$ cat src/rtl/fetch_pkg.sv
// Shared types and helpers for the instruction-fetch sequencer.
//   state_t     : sequencer state (RUN issues fetches, HALT waits for a redirect)
//   entry_t     : one buffered fetch result {pc, inst}
//   PC_STEP     : byte increment between sequential fetches
//   pc_in_range : true when a byte PC is word-aligned and below the given byte limit
package fetch_pkg;

  typedef enum logic {
    RUN  = 1'b0,
    HALT = 1'b1
  } state_t;

  typedef struct packed {
    logic [31:0] pc;
    logic [31:0] inst;
  } entry_t;

  localparam logic [31:0] PC_STEP = 32'd4;

  function automatic logic pc_in_range(input logic [31:0] pc, input logic [31:0] limit);
    return (pc[1:0] == 2'b00) && (pc < limit);
  endfunction

endpackage

$ cat src/rtl/fetch_fifo.sv
// Two-entry synchronous FIFO holding fetched {pc, inst} pairs.
//   clk   : system clock, rising edge
//   rst   : asynchronous, active-high reset
//   push  : write data into the tail (caller guarantees not full)
//   data  : entry to write
//   pop   : drop the head (caller guarantees not empty)
//   flush : discard all entries; wins over push and pop
//   count : number of valid entries (0..2)
//   head  : oldest entry, straight from the storage registers
module fetch_fifo
  import fetch_pkg::*;
(
  input  logic       clk,
  input  logic       rst,
  input  logic       push,
  input  entry_t     data,
  input  logic       pop,
  input  logic       flush,
  output logic [1:0] count,
  output entry_t     head
);

  entry_t     slots [2];
  logic       rd_ptr;
  logic       wr_ptr;
  logic [1:0] count_q;

  always_ff @(posedge clk or posedge rst) begin
    if (rst) begin
      // NOTE: the slots are reset (unusual for storage) because the head drives
      // inst_o/pc_o directly and those must read zero out of reset.
      slots[0] <= '0;
      slots[1] <= '0;
      rd_ptr   <= 1'b0;
      wr_ptr   <= 1'b0;
      count_q  <= 2'd0;
    end else if (flush) begin
      rd_ptr  <= 1'b0;
      wr_ptr  <= 1'b0;
      count_q <= 2'd0;
    end else begin
      // NOTE: non-blocking assignments here so every register samples the
      // pre-edge values, independent of statement order.
      if (push) begin
        slots[wr_ptr] <= data;
        wr_ptr        <= ~wr_ptr;
      end
      if (pop) begin
        rd_ptr <= ~rd_ptr;
      end
      count_q <= count_q + {1'b0, push} - {1'b0, pop};
    end
  end

  assign count = count_q;
  assign head  = slots[rd_ptr];

endmodule

$ cat src/rtl/fetch_ctrl.sv
// Instruction-fetch sequencer in front of a synchronous-read instruction memory.
// Issues word addresses, tracks the single in-flight read, buffers returned
// words with their PCs in a 2-entry queue and hands them to the core over
// valid/ready. Redirects flush everything and restart at a new PC; a PC that
// is misaligned or past the end of memory parks the sequencer in HALT.
//   clk, rst        : clock, asynchronous active-high reset
//   mem_a_o         : word index to the instruction memory (from fetch_pc only)
//   mem_spo_i       : read data for last cycle's mem_a_o
//   redirect_i      : load redirect_pc_i as the new fetch PC and flush
//   redirect_pc_i   : redirect target byte address
//   inst_o, pc_o    : instruction at the queue head and its byte PC
//   valid_o         : head is valid; consumed when ready_i is also high
//   ready_i         : core accepts the head
//   fault_o         : registered; fetch PC misaligned or beyond memory
module fetch_ctrl
  import fetch_pkg::*;
#(
  parameter int unsigned DEPTH    = 512,
  parameter int unsigned AW       = 9,
  parameter logic [31:0] RESET_PC = 32'h0000_0000
) (
  input  logic          clk,
  input  logic          rst,
  output logic [AW-1:0] mem_a_o,
  input  logic [31:0]   mem_spo_i,
  input  logic          redirect_i,
  input  logic [31:0]   redirect_pc_i,
  output logic [31:0]   inst_o,
  output logic [31:0]   pc_o,
  output logic          valid_o,
  input  logic          ready_i,
  output logic          fault_o
);

  localparam logic [31:0] PC_LIMIT = 32'(DEPTH * 4);

  state_t      state_q;
  state_t      state_next;
  logic        fault_q;
  logic [31:0] fetch_pc;
  logic [31:0] fetch_pc_next;
  logic [31:0] seq_pc;
  logic        inflight;
  logic [31:0] inflight_pc;

  logic        pop;
  logic        push;
  logic        flush;
  logic        issue;
  logic [2:0]  occupancy;
  logic [1:0]  count;
  entry_t      head;

  fetch_fifo u_fifo (
    .clk   (clk),
    .rst   (rst),
    .push  (push),
    .data  ('{pc: inflight_pc, inst: mem_spo_i}),
    .pop   (pop),
    .flush (flush),
    .count (count),
    .head  (head)
  );

  assign seq_pc = fetch_pc + PC_STEP;

  // State register; fault follows the state being entered so it is visible
  // from the same edge that enters HALT.
  always_ff @(posedge clk or posedge rst) begin
    if (rst) begin
      state_q <= RUN;
      fault_q <= 1'b0;
    end else begin
      state_q <= state_next;
      fault_q <= (state_next == HALT);
    end
  end

  // Next-state logic: a redirect always decides the state; otherwise RUN
  // halts when the sequential step would leave memory.
  always_comb begin
    state_next = state_q;
    if (redirect_i) begin
      state_next = pc_in_range(redirect_pc_i, PC_LIMIT) ? RUN : HALT;
    end else if (issue && (seq_pc >= PC_LIMIT)) begin
      state_next = HALT;
    end
  end

  // Issue / queue control. Occupancy counts what will still be buffered or
  // in flight after this edge's pop; keeping it below 2 guarantees the
  // queue never overflows when the read returns.
  always_comb begin
    // NOTE: every signal gets a default first so no path can infer a latch.
    pop           = valid_o & ready_i;
    occupancy     = {1'b0, count} + {2'b00, inflight} - {2'b00, pop};
    issue         = (state_q == RUN) && !redirect_i && (occupancy < 3'd2);
    flush         = redirect_i;
    push          = inflight && !redirect_i;
    fetch_pc_next = fetch_pc;
    if (redirect_i) begin
      fetch_pc_next = redirect_pc_i;
    end else if (issue) begin
      fetch_pc_next = seq_pc;
    end
  end

  // Fetch datapath. A read issued now returns next cycle, so inflight simply
  // records whether this edge issued.
  always_ff @(posedge clk or posedge rst) begin
    if (rst) begin
      fetch_pc    <= RESET_PC;
      inflight    <= 1'b0;
      inflight_pc <= 32'd0;
    end else begin
      fetch_pc <= fetch_pc_next;
      inflight <= issue;
      if (issue) begin
        inflight_pc <= fetch_pc;
      end
    end
  end

  assign mem_a_o = fetch_pc[AW+1:2];
  assign valid_o = (count != 2'd0);
  assign inst_o  = head.inst;
  assign pc_o    = head.pc;
  assign fault_o = fault_q;

endmodule

$ cat config.mk
export PLATFORM = sky130hd
export DESIGN_NAME = fetch_ctrl
export DESIGN_NICKNAME = d
export VERILOG_FILES = /design/src/rtl/fetch_pkg.sv /design/src/rtl/fetch_fifo.sv /design/src/rtl/fetch_ctrl.sv
export SDC_FILE = /design/constraint.sdc
export NUM_CORES = 1
export LEC_CHECK = 0
export BUFFER_PORTS_ARGS = -buffer_cell sky130_fd_sc_hd__buf_2
export CAP_MARGIN = 5
export CORE_ASPECT_RATIO = 1.75
export CORE_UTILIZATION = 60
export CTS_BUF_LIST = sky130_fd_sc_hd__clkbuf_16
export DETAILED_ROUTE_END_ITERATION = 7
export PLACE_DENSITY = 0.92
export SLEW_MARGIN = 10
export SYNTH_ARGS = -nofsm -noshare
export SYNTH_HDL_FRONTEND = slang
export SYNTH_SLANG_ARGS = --single-unit
$ cat constraint.sdc
create_clock -name clk -period 9.2 [get_ports clk]
set_input_delay 0.46 -clock clk [delete_from_list [all_inputs] [get_ports clk]]
set_output_delay 0.46 -clock clk [all_outputs]
set_load 0.05 [all_outputs]
# Yosys cells after proc, flatten, opt, wreduce, memory -nomap -nowiden

Cells that the tools add are included.
Widths: inputs -> output; s select.

Bits in registers: 198
Bits of input ports: 68
Output and inout port bits: 75
Word-level logic and storage cells: 59

Add/subtract/negate cells: 5
Order comparisons: 6
Mux-type cells: 16
Bitwise logic cells: 7
Reductions and logical operators: 14

Operators with widths:

| operator              | number |
|---|---|
| $mux 64               | 4 |
| $bwmux 128            | 1 |
| $demux 64 s1          | 1 |
| $mux 32               | 2 |
| $add 32x3->32 const B | 1 |
| $ge 32x12->1 const B  | 1 |
| $lt 32x12->1 const B  | 1 |
| $reduce_bool 2->1     | 5 |
| $mux 1                | 7 |
| $logic_and 1x1->1     | 6 |
| $ge 2x2->1 const B    | 2 |
| $not 1->1             | 4 |
| $not 1->2             | 2 |
| $add 2x1->3           | 1 |
| $lt 3x2->1 const B    | 1 |
| $sub 3x1->3           | 1 |
| $add 2x1->2           | 1 |
| $logic_not 2->1       | 1 |
| $lt 2x1->1 const B    | 1 |
| $mux 2                | 1 |
| $reduce_and 2->1      | 1 |
| $sub 2x1->2           | 1 |
| $and 1x1->1           | 1 |
| $logic_not 1->1       | 1 |

# Longest topological paths before layout

Gate-level depths: netlist (run 1).

Word-level depth: 8
Gate-level depth with buffers: 15
Mapped depth without buffers: 13

# Cells and area by module

From an unflattened synthesis (run 1), not the netlist that was laid out.

Cell total of the unflattened synthesis: 814
Area total of the unflattened synthesis: 9849.4 µm²

By module, submodules not included:

| module     | instances | cells each | area each (µm²) | sequential area each (µm²) |
|---|---|---|---|---|
| fetch_fifo | 1         | 359        | 6052.1          | 3303.2 |
| fetch_ctrl | 1         | 455        | 3797.4          | 1651.6 |

# Least setup slack after synthesis (run 1)

Ideal clock, no wire load.

Path kind: flip-flop to flip-flop
Start point: register u_fifo.count_q[1], in the netlist u_fifo.count[1]
End point: register inflight_pc[11]
Library setup time: 0.065 ns
Data arrival time: 3.100 ns
Data required time: 9.135 ns
Slack: 6.034 ns
Cell stages (with the launch flop): 16
Buffers on the path: 3
Clock period less this slack: 3.166 ns
Path through: dfrtp_1 inv_1 nand2_1 and2_1 ha_1 inv_1 nand2_1 fa_1 xnor2_1 nand3_1 clkbuf_1 inv_1 buf_1 buf_1 nand2_1 nand2_1

Word-level cells in the longest chain between the ends: 5
Elaborated cells between the ends (all ways): 6
Classes of those cells: add/sub (2); order compare (1); bitwise (1); reduce/logical (2)

Ends and longest elaborated chain:

| element                  | line              | source |
|---|---|---|
| start: declaration       | fetch_fifo.sv:26  | `logic [1:0] count_q;` |
| start signal: assignment | fetch_fifo.sv:51  | `count_q <= count_q + {1'b0, push} - {1'b0, pop};` |
| $reduce_bool 2->1        | fetch_ctrl.sv:125 | `assign valid_o = (count != 2'd0);` |
| named net valid_o        | fetch_ctrl.sv:30  | `output logic valid_o,` |
| $and 1x1->1              | fetch_ctrl.sv:95  | `pop = valid_o & ready_i;` |
| $sub 3x1->3              | fetch_ctrl.sv:96  | `occupancy = {1'b0, count} + {2'b00, inflight} - {2'b00, pop};` |
| $lt 3x2->1               | fetch_ctrl.sv:97  | `issue = (state_q == RUN) && !redirect_i && (occupancy < 3'd2);` |
| $logic_and 1x1->1        | fetch_ctrl.sv:97  |  |
| end signal: assignment   | fetch_ctrl.sv:119 | `inflight_pc <= fetch_pc;` |
| end: declaration         | fetch_ctrl.sv:44  | `logic [31:0] inflight_pc;` |

The timed path passes the listed nets, and every way through them passes these cells.
A chain may end at the register's enable or synchronous reset.

# Final worst setup path (run 1)

Start point: register u_fifo.count_q[1], in the netlist u_fifo.count[1]
End point: register fetch_pc[6]

Word-level cells in the longest chain between the ends: 6
Elaborated cells between the ends (all ways): 7
Classes of those cells: add/sub (2); order compare (1); bitwise (1); reduce/logical (3)

Ends and longest elaborated chain:

| element                                                             | line              | source |
|---|---|---|
| parallel branches: the longest is 2 deep, another holds $add 2x1->3 | n/a               |  |
| $sub 3x1->3 *                                                       | fetch_ctrl.sv:96  |  |
| $lt 3x2->1 *                                                        | fetch_ctrl.sv:97  |  |
| $logic_and 1x1->1 *                                                 | fetch_ctrl.sv:97  |  |
| $reduce_bool 2->1 (no source line) *                                | n/a               |  |
| end signal: assignment                                              | fetch_ctrl.sv:116 | `fetch_pc <= fetch_pc_next;` |
| end: declaration                                                    | fetch_ctrl.sv:40  | `logic [31:0] fetch_pc;` |

Mark *: on every way between the ends.

==> results of run 1 <==
==> routing by layer <==
metal | vias to the layer above | global-route usage
met5 | - | 0
met4 | 0 | 0.0993
met3 | 44 | 0.0390
met2 | 249 | 0.445
met1 | 3297 | 0.317
li1 | 3029 | -
==> cell type report <==
class	instances	area [sq um]	share of cell area
clock buffer	17	425	0.0397
timing repair buffer	149	763	0.0712
tap	186	233	0.0217
clock inverter	14	136	0.0127
multi-input combinational	527	4160	0.388
inverter	10	45.0	0.00420
sequential	198	4960	0.463
==> worst max-delay path by stage <==
stage	to	from	slack, ps	cells past startpoint
after CTS	fetch_pc[6]$_DFFE_PP0N_	u_fifo.count[1]$_DFF_PP0_	5560	15
after global placement	fetch_pc[5]$_DFFE_PP0N_	u_fifo.count[1]$_DFF_PP0_	5690	15
after floorplan	fault_o$_DFFE_PP0P_	rst	3340	1
after detailed placement	fetch_pc[6]$_DFFE_PP0N_	u_fifo.count[1]$_DFF_PP0_	5570	15
final	fetch_pc[6]$_DFFE_PP0N_	u_fifo.count[1]$_DFF_PP0_	5540	15
after global routing	fetch_pc[6]$_DFFE_PP0N_	u_fifo.count[1]$_DFF_PP0_	5200	15
==> metrics by stage <==
stage / power [W] / util / setup WS (ps) / instance area, sq um
2_1_floorplan: 0.00115 / - / 3340 / 9430
5_1_grt: 0.00197 / 0.696 / 5200 / 10700
3_5_place_dp: 0.00122 / 0.660 / 5570 / 10200
6_report: 0.00191 / 0.696 / 5540 / 10700
4_1_cts: 0.00192 / 0.696 / 5560 / 10700
3_3_place_gp: 0.00121 / 0.660 / 5690 / 10200
==> kinds of logic (layout without fill, tap and decap cells) <==
family                     after synthesis  after routing  synth area share
and+or+nand+nor                        235            235             0.128
DFF                                    198            198             0.526
muxes                                  195            195             0.233
AOI/OAI and AO/OA                       76             76            0.0564
buffers and inverters                   69            190            0.0353
xor gates and xnor gates                16             16            0.0149
adders and majority gates                5              5           0.00743
==> cell usage after synthesis, drive strengths merged, types with 2 or more instances <==
cell    count  area share
o21ai      32       0.017
a221o       9      0.0096
o311ai      6      0.0056
nor3        8      0.0066
nand2     137       0.055
and2        5      0.0033
dfrtp     198        0.53
nor4b       2      0.0035
nand4       9      0.0098
a21oi       6      0.0032
buf        28       0.019
xnor2       9      0.0084
a32oi       5      0.0046
or3         4      0.0028
a31oi       3      0.0020
a22oi       6      0.0048
nor2b       3      0.0020
or2         2      0.0016
nand3      11      0.0064
nor2       21      0.0084
clkbuf     31       0.012
inv        10      0.0040
xor2        7      0.0065
and3        5      0.0033
and4        5      0.0053
nor4       15       0.014
mux2      194        0.23
nor3b       5      0.0040
ha          4      0.0053
==> sequential cells by signal (all words and copies together) (netlist names) <==
signal / count
fault_o: 1
u_fifo.wr_ptr: 1
inflight_pc: 32
u_fifo.rd_ptr: 1
u_fifo.slots: 128
inflight: 1
u_fifo.count: 2
fetch_pc: 32
==> power breakdown <==
part / leakage [nW] / internal (W) / switching [W]
combinational: 2.61 / 0.0000895 / 0.000160
sequential: 2.67 / 0.000906 / 0.0000430
clock: 0.267 / 0.000359 / 0.000348
==> worst reg2reg max path: cells and delay by family, from the launching register on <==
family,cells,cell delay (ps)
buffers and inverters,5,1190
and+or+nand+nor,5,840
adders and majority gates,2,650
DFF,1,430
AOI/OAI and AO/OA,2,300
xor gates and xnor gates,1,140
==> run metrics, run 1 <==
hold crit path type in -> async; Antenna diodes 0; Max Cap Violations 0; drt pass-1 iters 5; IO buf count 142; commonest non-fill, non-tap cell in the layout dfrtp_1; Post-Synthesis Cells 794; TNS Setup 0 ps; Final Slew Violations 0; Critical Path Slowest Stage Cell buf_4; CTS tree done; Worst Path Buf+Inv 5; Layout area overhead 13.6%; Clk Latency, worst-skew pair about 430 ps; die area 16200 sq um; highest layer used for signal routing met4; wire length on met2 between 10 and 15 mm; GPL Wtd Cong 0.887; Netlist Area Pre-Place 9430 sq um; critical path capture point type flop; synthesized flop and latch total approximately 200; CTS Buf Count 17; Worst path top cell family by delay buffers and inverters; worst vdd ir 0.000194 V; Crit Path Max Fanout just over 80; root buffer cell clkbuf_16; fin nets roughly 980; period utilisation layout 0.398; Clk pin slew, worst setup/hold paths around 80 ps; Tmin final 3660 ps; number of synthesized flops with an enable pin 0; final hold slack 200 ps; Initial Util 0.613; Final setup viols 0; routed wire length 20.1 mm; overall routing resource usage 0.255; async set-reset flop share out of synthesis 1.00; reg2reg end fetch_pc[6]$_DFFE_PP0N_; initial antenna violation count 0; outcome complete, no violations; Sinks on Clock Net 198; Main synth FF type dfrtp_1; via count around 6600; WL/cell 18.2 um; cells on worst reg2reg path 15; reg-to-reg critical path startpoint u_fifo.count[1]$_DFF_PP0_; placed insts 1070; Die X 96.8 um; Hold Buf Count CTS 0; reg2reg setup slack 5540 ps; CP Class reg -> reg; grt ovf 0; Slew HR 0.403; Leakage 5.54 nW; RSZ-0062 raised after global routing no; Req. time, crit path 9490 ps; share of post-route cells with drive strength above 1 0.436; most used cell, CP inv_1; Final Hold Fails 0; Critical Path Start Type flop; # DRC 0; FP Rows 60; CP Data Arrival Time roughly 4000 ps; Post-CTS Setup Bufs 0; H-Tree Level Count 4; Die Ht 168 um; Filler Cell Count 1072; post-synthesis cell type count 58; Finished Layout Cells 1101; first-pass GRT wire length 33.4 mm; vias per cell 6.01; met1 wire length slightly below 8 mm; DP HPWL 13.0 mm; largest net degree at the start of global routing 127; Synth Area per Inst 11.9 sq um; yosys warns 0; I/O Pins 143; core area ~15000 sq um; metal3 WL 898 um; most frequent cells in the layout 197 x dfrtp_1, 194 x mux2_2, 142 x buf_2; cts repair resizes 0; First DRT Iteration DRCs a little under 400; achievable clock frequency 0.273 GHz; Post-Syn Nets 867; PD cells 178 nW/um^2; Seq/Total Area, Yosys 0.526; Routed Antenna Nets 0; final setup skew about 12 ps; Slew @ Worst Pin 896 ps; maximum root-to-sink buffer count 2; slowest stage delay, CP a little over 600 ps; crit path cell chain inv_1, nand2_1, and2_1, ha_1, inv_1, nand2_1, fa_1, xnor2_1, nand3_2, buf_4, inv_1, buf_4, nor2_1, o21ai_0, o311ai_0; number of global-route vias before repair 6849
Note: power is estimated with default switching activity, not from simulation.
==> run 2, diff against run 1 <==
--- a/config.mk
+++ b/config.mk
@@ -5,13 +5,14 @@
 export SDC_FILE = /design/constraint.sdc
 export NUM_CORES = 1
 export LEC_CHECK = 0
+export ABC_AREA = 1
 export BUFFER_PORTS_ARGS = -buffer_cell sky130_fd_sc_hd__buf_2
 export CAP_MARGIN = 5
 export CORE_ASPECT_RATIO = 1.75
-export CORE_UTILIZATION = 60
+export CORE_UTILIZATION = 52
 export CTS_BUF_LIST = sky130_fd_sc_hd__clkbuf_16
 export DETAILED_ROUTE_END_ITERATION = 7
-export PLACE_DENSITY = 0.92
+export PLACE_DENSITY = 0.86
 export SLEW_MARGIN = 10
 export SYNTH_ARGS = -nofsm -noshare
 export SYNTH_HDL_FRONTEND = slang
==> constraint.sdc (replaced) <==
create_clock -name clk -period 3 [get_ports clk]
set_input_delay 0.15 -clock clk [delete_from_list [all_inputs] [get_ports clk]]
set_output_delay 0.15 -clock clk [all_outputs]
set_load 0.05 [all_outputs]
==> run 2 against run 1 <==
Wire length up 16%. Die area up 14%. Worst setup slack worse by 5300 ps. Global-route usage up 0.66 points. Synthesized cell count up 51%. Sequential share of layout area down 3.1 points. Total power rose to 3.5 times the previous value. Clock skew down 1.6 ps. Synthesized area down 0.77%. Sequential power rose to 3.2 times the previous value. Worst hold slack worse by 190 ps. Critical path type unchanged. Largest cell class unchanged.
==> run metrics, run 2 <==
outcome complete, no violations (unchanged); final setup skew 10.8 ps (was 12.4 ps); slowest stage delay, CP 480 ps (was 620 ps); TNS Setup 0 ps (unchanged); Main synth FF type dfrtp_1 (unchanged); WL/cell 14.5 um (was 18.2 um); top cells by count, synth 495 x nand2_1, 198 x dfrtp_1, 169 x o21ai_0 (was 198 x dfrtp_1, 194 x mux2_2, 137 x nand2_1); Tmin final 2750 ps (was 3660 ps); most common cell in the netlist nand2_1 (was dfrtp_1); Top reg by flops u_fifo.slots (unchanged); Post-Synthesis Cells 1199 (was 794); root buffer cell clkbuf_16 (unchanged); final total power 0.00674 W (was 0.00191 W); most frequent cells in the layout 492 x nand2_1, 197 x dfrtp_1, 169 x o21ai_0 (was 197 x dfrtp_1, 194 x mux2_2, 142 x buf_2); P_int 0.00453 W (was 0.00135 W); Clk pin slew, worst setup/hold paths 80 ps (about the same); Slew @ Worst Pin 1020 ps (was 896 ps); Final Hold Fails 0 (unchanged); DP HPWL 15.8 mm (was 13.0 mm); critical path capture point type flop (unchanged); share of post-route cells with drive strength above 1 0.160 (was 0.436); Crit Path Max Fanout 26 (was 83); Slew HR 0.316 (was 0.403); vias per cell 5.09 (was 6.01); final hold slack 12.5 ps (was 200 ps); Clock power frac 0.340 (was 0.371); Initial Util 0.533 (was 0.613); Synth Area per Inst 7.80 sq um (was 11.9 sq um); Antenna diodes 0 (unchanged); overall routing resource usage 0.261 (was 0.255); die area 18600 sq um (was 16200 sq um); IO buf count 142 (unchanged); Switch Pwr 0.00220 W (was 0.000551 W); placed insts 1520 (was 1070); First DRT Iteration DRCs 571 (was 390); ranking of synthesized cells by area dfrtp_1 53%, nand2_1 20%, o21ai_0 9.0% (was dfrtp_1 53%, mux2_2 23%, nand2_1 5.5%); CP Data Arrival Time 3090 ps (was 3960 ps); Max Cap Violations 0 (unchanged); routed wire length 23.3 mm (was 20.1 mm); Final Slew Violations 0 (unchanged); async set-reset flop share out of synthesis 1.00 (unchanged); yosys warns 0 (unchanged); Final setup viols 0 (unchanged); Switching Share 0.327 (was 0.289); Post-Syn Nets 1272 (was 867); Seq/Total Area, Yosys 0.530 (was 0.526); Post-CTS Setup Bufs 0 (unchanged); I/O Pins 143 (unchanged); Routed Antenna Nets 0 (unchanged); grt ovf 0 (unchanged); Final WS setup 251 ps (was 5540 ps); FP Rows 64 (was 60); post-synth top area cell dfrtp_1 (unchanged); maximum root-to-sink buffer count 2 (unchanged); fin nets 1440 (was 976); Critical Path Start Type flop (unchanged); number of synthesized flops with an enable pin 0 (unchanged); CP Class reg -> reg (unchanged); combinational power share 0.209 (was 0.131); RSZ-0062 raised after global routing no (unchanged); first-pass GRT wire length 37.6 mm (was 33.4 mm); CTS tree done (unchanged); drt pass-1 iters 5 (unchanged); H-Tree Level Count 4 (unchanged); CTS Buf Count 17 (unchanged); Sinks on Clock Net 198 (unchanged); area share of the largest cell type after synthesis 0.530 (was 0.526); Die Ht 179 um (was 168 um); Finished Layout Cells 1611 (was 1101); commonest non-fill, non-tap cell in the layout nand2_1 (was dfrtp_1); Setup WS pre-CTS 185 ps (was 5570 ps); Critical Path Slowest Stage Cell fa_1 (was buf_4); # DRC 0 (unchanged); worst vdd ir 0.000328 V (was 0.000194 V); Leakage 6.02 nW (was 5.54 nW); GPL Wtd Cong 0.969 (was 0.887); Layout area overhead 22.8% (was 13.6%); initial antenna violation count 0 (unchanged); post-synthesis cell type count 35 (was 58); sequential power share 0.451 (was 0.498); max FFs per register 128 (unchanged); period utilisation layout 0.916 (was 0.398); Netlist Area Pre-Place 9360 sq um (was 9430 sq um); crit path cell chain inv_1, nand2_1, nand2_1, inv_1, ha_1, inv_1, nand2_1, fa_1, nor3b_1, nand2_2, inv_2, buf_6, o21ai_0, o221ai_1 (was inv_1, nand2_1, and2_1, ha_1, inv_1, nand2_1, fa_1, xnor2_1, nand3_2, buf_4, inv_1, buf_4, nor2_1, o21ai_0, o311ai_0); synthesized flop and latch total 198 (unchanged); achievable clock frequency 0.364 GHz (was 0.273 GHz); hold crit path type in -> reg (was in -> async); Req. time, crit path 3340 ps (was 9490 ps); PD cells 586 nW/um^2 (was 178 nW/um^2); top flop regs u_fifo.slots (128), fetch_pc (32), inflight_pc (32) (unchanged); largest net degree at the start of global routing 69 (was 127); Die X 103 um (was 96.8 um); number of global-route vias before repair 7908 (was 6849); via count 8202 (was 6619); core area 17500 sq um (was 15400 sq um); Clk Latency, worst-skew pair 430 ps (about the same)
## run 2: repair_timing
| action | in CTS | in global routing |
|---|---|---|
| endpoints found under the setup margin | 0 | 2 |
| endpoints found under the hold margin | 120 | 0 |
| resized for setup | 0 | 1 |
| hold buffers | 59 | 0 |
## run 2: cell families after synthesis
group | count (synthesis) | synth area share
adder cells (fa/ha/maj) | 5 | 0.00749
AO/OA/AOI/OAI | 203 | 0.119
flip-flops | 198 | 0.530
XOR/XNOR | 9 | 0.00843
buffers and inverters | 187 | 0.0797
AND/OR/NAND/NOR | 597 | 0.256
## run 2: area by class of cell
cell class	instances	area, sq um
clock buffers	17	425
repair buffers	215	1520
well taps	231	289
clock inverters	15	164
inverters	121	458
flip-flops and latches	198	4960
fillers	1450	6050
multi-input cells	814	3670
## run 2: stage by stage
stage          cell area (sq um)  utilization
6_report                   11500        0.655
3_3_place_gp               10300        0.588
2_1_floorplan               9360            -
3_5_place_dp               10300        0.588
5_1_grt                    11500        0.655
4_1_cts                    11500        0.655
## run 2: final timing paths
check	endpoint	from	cells after the start	slack [ps]
max in group asynchronous	inflight_pc[25]$_DFFE_PP0P_	rst	4	1720
max reg2reg	fetch_pc[9]$_DFFE_PP0N_	u_fifo.count[1]$_DFF_PP0_	14	250
max	fetch_pc[9]$_DFFE_PP0N_	u_fifo.count[1]$_DFF_PP0_	14	250
min	fetch_pc[31]$_DFFE_PP0N_	redirect_pc_i[31]	3	10
min reg2reg	u_fifo.slots[77]$_DFFE_PP0P_	u_fifo.slots[77]$_DFFE_PP0P_	2	490
min in group asynchronous	u_fifo.slots[86]$_DFFE_PP0P_	rst	3	520
## run 2: power groups by stage
stage,clock network (W),registers (W),logic (W)
2_1_floorplan,0,0.00304,0.00100
3_3_place_gp,0,0.00307,0.00132
3_5_place_dp,0,0.00308,0.00135
4_1_cts,0.00234,0.00304,0.00142
5_1_grt,0.00244,0.00307,0.00155
6_report,0.00229,0.00304,0.00141
## run 2: per-layer routing
layer,global-route usage,vias up,part of all wire
li1,-,4077,-
met1,0.305,3812,0.40
met2,0.455,255,0.52
met3,0.0369,58,0.039
met4,0.132,0,0.045
met5,0,-,0
## run 2: worst max-delay path: cells and delay by family (launching register included)
| family | cells | cell delay (ps) |
|---|---|---|
| compound gates | 2 | 320 |
| flops | 1 | 430 |
| buf+inv | 5 | 530 |
| simple gates | 5 | 620 |
| fa+ha+maj | 2 | 740 |
==> run 3, diff against run 2 <==
==> constraint.sdc (replaced) <==
create_clock -name clk -period 2.3 [get_ports clk]
set_input_delay 0.115 -clock clk [delete_from_list [all_inputs] [get_ports clk]]
set_output_delay 0.115 -clock clk [all_outputs]
set_load 0.05 [all_outputs]
==> run 3 against run 2 <==
The flow now finishes with violations (setup timing). Global-route usage is 0.94 points higher. Largest power group unchanged. Via count up 3.3%. Clock power is 28% higher. Register-to-register slack got worse by 370 ps.
==> run metrics, run 3 (synthesized netlist as in run 2, its figures left out) <==
Top reg by flops u_fifo.slots (unchanged); PD cells 750 nW/um^2 (was 586 nW/um^2); Final Slew Violations 0 (unchanged); Die X 103 um (unchanged); Switching Share 0.326 (was 0.327); Slew HR 0.513 (was 0.316); combinational power share 0.224 (was 0.209); root buffer cell clkbuf_16 (unchanged); maximum root-to-sink buffer count 2 (unchanged); drt pass-1 iters 5 (unchanged); core area 17500 sq um (unchanged); hold crit path type in -> reg (unchanged); I/O Pins 143 (unchanged); CP Data Arrival Time 2710 ps (was 3090 ps); Max Cap Violations 0 (unchanged); Initial Util 0.533 (unchanged); Hold EP u_fifo.rd_ptr$_DFFE_PP0P_ (was fetch_pc[31]$_DFFE_PP0N_); H-Tree Level Count 4 (unchanged); final setup skew 13.4 ps (was 10.8 ps); IO buf count 142 (unchanged); most frequent cells in the layout 486 x nand2_1, 197 x dfrtp_1, 153 x o21ai_0 (was 492 x nand2_1, 197 x dfrtp_1, 169 x o21ai_0); number of global-route vias before repair 8437 (was 7908); reg-to-reg critical path startpoint u_fifo.count[1]$_DFF_PP0_ (unchanged); routed wire length 23.9 mm (was 23.3 mm); period utilisation layout 1.05 (was 0.916); grt ovf 0 (unchanged); Antenna diodes 0 (unchanged); worst vdd ir 0.000452 V (was 0.000328 V); Clk Latency, worst-skew pair 430 ps (about the same); Crit Path Max Fanout 9 (was 26); top flop regs u_fifo.slots (128), fetch_pc (32), inflight_pc (32) (unchanged); CTS tree done (unchanged); Final WS setup -119 ps (was 251 ps); violations in the final reports setup timing; vias per cell 5.16 (was 5.09); Critical Path Start Type flop (unchanged); CP Class reg -> reg (unchanged); Sinks on Clock Net 198 (unchanged); DP HPWL 16.4 mm (was 15.8 mm); # DRC 0 (unchanged); reg2reg end fetch_pc[16]$_DFFE_PP0N_ (was fetch_pc[9]$_DFFE_PP0N_); die area 18600 sq um (unchanged); critical path capture point type flop (unchanged); RSZ-0062 raised after global routing yes (was no); final total power 0.00890 W (was 0.00674 W); commonest non-fill, non-tap cell in the layout nand2_1 (unchanged); Routed Antenna Nets 0 (unchanged); First DRT Iteration DRCs 400 (was 571); via count 8475 (was 8202); Switch Pwr 0.00290 W (was 0.00220 W); most used cell, CP inv_2; FP Rows 64 (unchanged); Tmin final 2420 ps (was 2750 ps); Final setup viols 48 (was 0); CTS Buf Count 17 (unchanged); WL/cell 14.5 um (about the same); Final Core Density 0.677 (was 0.655); worst hold path depth 4 (was 3); Slew @ Worst Pin 731 ps (was 1020 ps); P_int 0.00600 W (was 0.00453 W); reg2reg setup slack -120 ps (was 250 ps); overall routing resource usage 0.271 (was 0.261); Filler Cell Count 1373 (was 1450); fin nets 1472 (was 1440); TNS Setup -2680 ps (was 0 ps); share of post-route cells with drive strength above 1 0.188 (was 0.160); achievable clock frequency 0.413 GHz (was 0.364 GHz); Final Hold Fails 0 (unchanged); crit path cell chain inv_2, nand2_8, nand2_4, inv_2, ha_4, inv_2, nand2_2, fa_1, nor3b_2, nand2_2, inv_4, nor2_4, inv_4, buf_12, o221ai_1 (was inv_1, nand2_1, nand2_1, inv_1, ha_1, inv_1, nand2_1, fa_1, nor3b_1, nand2_2, inv_2, buf_6, o21ai_0, o221ai_1); largest net degree at the start of global routing 83 (was 69); Die Ht 179 um (unchanged); Req. time, crit path 2590 ps (was 3340 ps); Clock power frac 0.330 (was 0.340); Clk pin slew, worst setup/hold paths 70 ps (was 80 ps); slowest stage delay, CP 480 ps (about the same); Critical Path Slowest Stage Cell fa_1 (unchanged); GPL Wtd Cong 0.962 (was 0.969); max FFs per register 128 (unchanged); initial antenna violation count 0 (unchanged); Hold Crit Start ready_i (was redirect_pc_i[31]); sequential power share 0.446 (was 0.451); cells on worst reg2reg path 15 (was 14); first-pass GRT wire length 39.0 mm (was 37.6 mm); Layout area overhead 26.8% (was 22.8%); Leakage 6.20 nW (was 6.02 nW); outcome finished with violations (was complete, no violations); final hold slack 67.3 ps (was 12.5 ps)
==> run 3: cell count changes in the layout (fill, tap and decap cells not counted), moves of 6 or more <==
cell,previous run,this run
buf_4,4,23
o21ai_0,169,153
o21ai_1,1,15
buf_6,1,8
dlygate4sd3_1,59,65
nand2_1,492,486
o221ai_1,12,6
o221ai_2,0,6
==> run 3: timing repair <==
action,4_1_cts,5_1_grt
resized for setup,31,2
setup buffers,6,0
pin swaps,1,1
endpoints found under the setup margin,58,63
hold buffers,65,0
gates cloned,1,0
endpoints found under the hold margin,116,0
==> run 3: worst max-delay path, delay by kind of cell (launching register included) <==
family / cells / cell delay (ps)
AND/OR/NAND/NOR: 6 / 530
flip-flops: 1 / 400
adder cells (fa/ha/maj): 2 / 680
AO/OA/AOI/OAI: 1 / 110
buffers and inverters: 6 / 560
==> run 3: cell type report <==
cell class,instances,area [sq um],area share
Sequential cell,198,4960,0.418
Inverter,121,463,0.0390
Clock buffer,17,425,0.0359
Clock inverter,15,150,0.0127
Timing Repair Buffer,247,1800,0.152
Tap cell,231,289,0.0244
Multi-Input combinational cell,814,3780,0.318
==> run 3: how the worst max path moves through the flow <==
stage,startpoint,endpoint,slack [ps]
floorplan,rst,fault_o$_DFFE_PP0P_,-380
global placement,u_fifo.count[1]$_DFF_PP0_,inflight_pc[2]$_DFFE_PP0P_,20
detailed placement,u_fifo.count[1]$_DFF_PP0_,fetch_pc[2]$_DFFE_PP0N_,-120
CTS,u_fifo.count[1]$_DFF_PP0_,fetch_pc[16]$_DFFE_PP0N_,-100
global route,u_fifo.count[1]$_DFF_PP0_,fetch_pc[16]$_DFFE_PP0N_,-200
finish,u_fifo.count[1]$_DFF_PP0_,fetch_pc[16]$_DFFE_PP0N_,-120
==> run 3: power by group through the flow <==
stage	sequential (W)	combinational [W]	clock, W
floorplan	0.00397	0.00136	0
global placement	0.00401	0.00182	0
detailed placement	0.00403	0.00187	0
CTS	0.00396	0.00200	0.00297
global route	0.00400	0.00219	0.00312
finish	0.00397	0.00199	0.00294
==> run 3: stage by stage <==
step	worst slack [ps]	area (sq um)	instances
detailed placement	-117	10500	1539
global placement	22.5	10500	1539
CTS	-99.2	11900	1643
finish	-119	11900	1643
floorplan	-375	9470	1199
global route	-202	11900	1643
==> run 3: metal layers <==
metal / share of wire / wire [um] / up-vias / GRT usage
met5: 0 / 0 / - / 0
met4: 0.058 / 1390 / 0 / 0.162
met3: 0.036 / 869 / 80 / 0.0338
met2: 0.52 / 12400 / 247 / 0.472
met1: 0.39 / 9280 / 3999 / 0.306
li1: - / - / 4149 / -
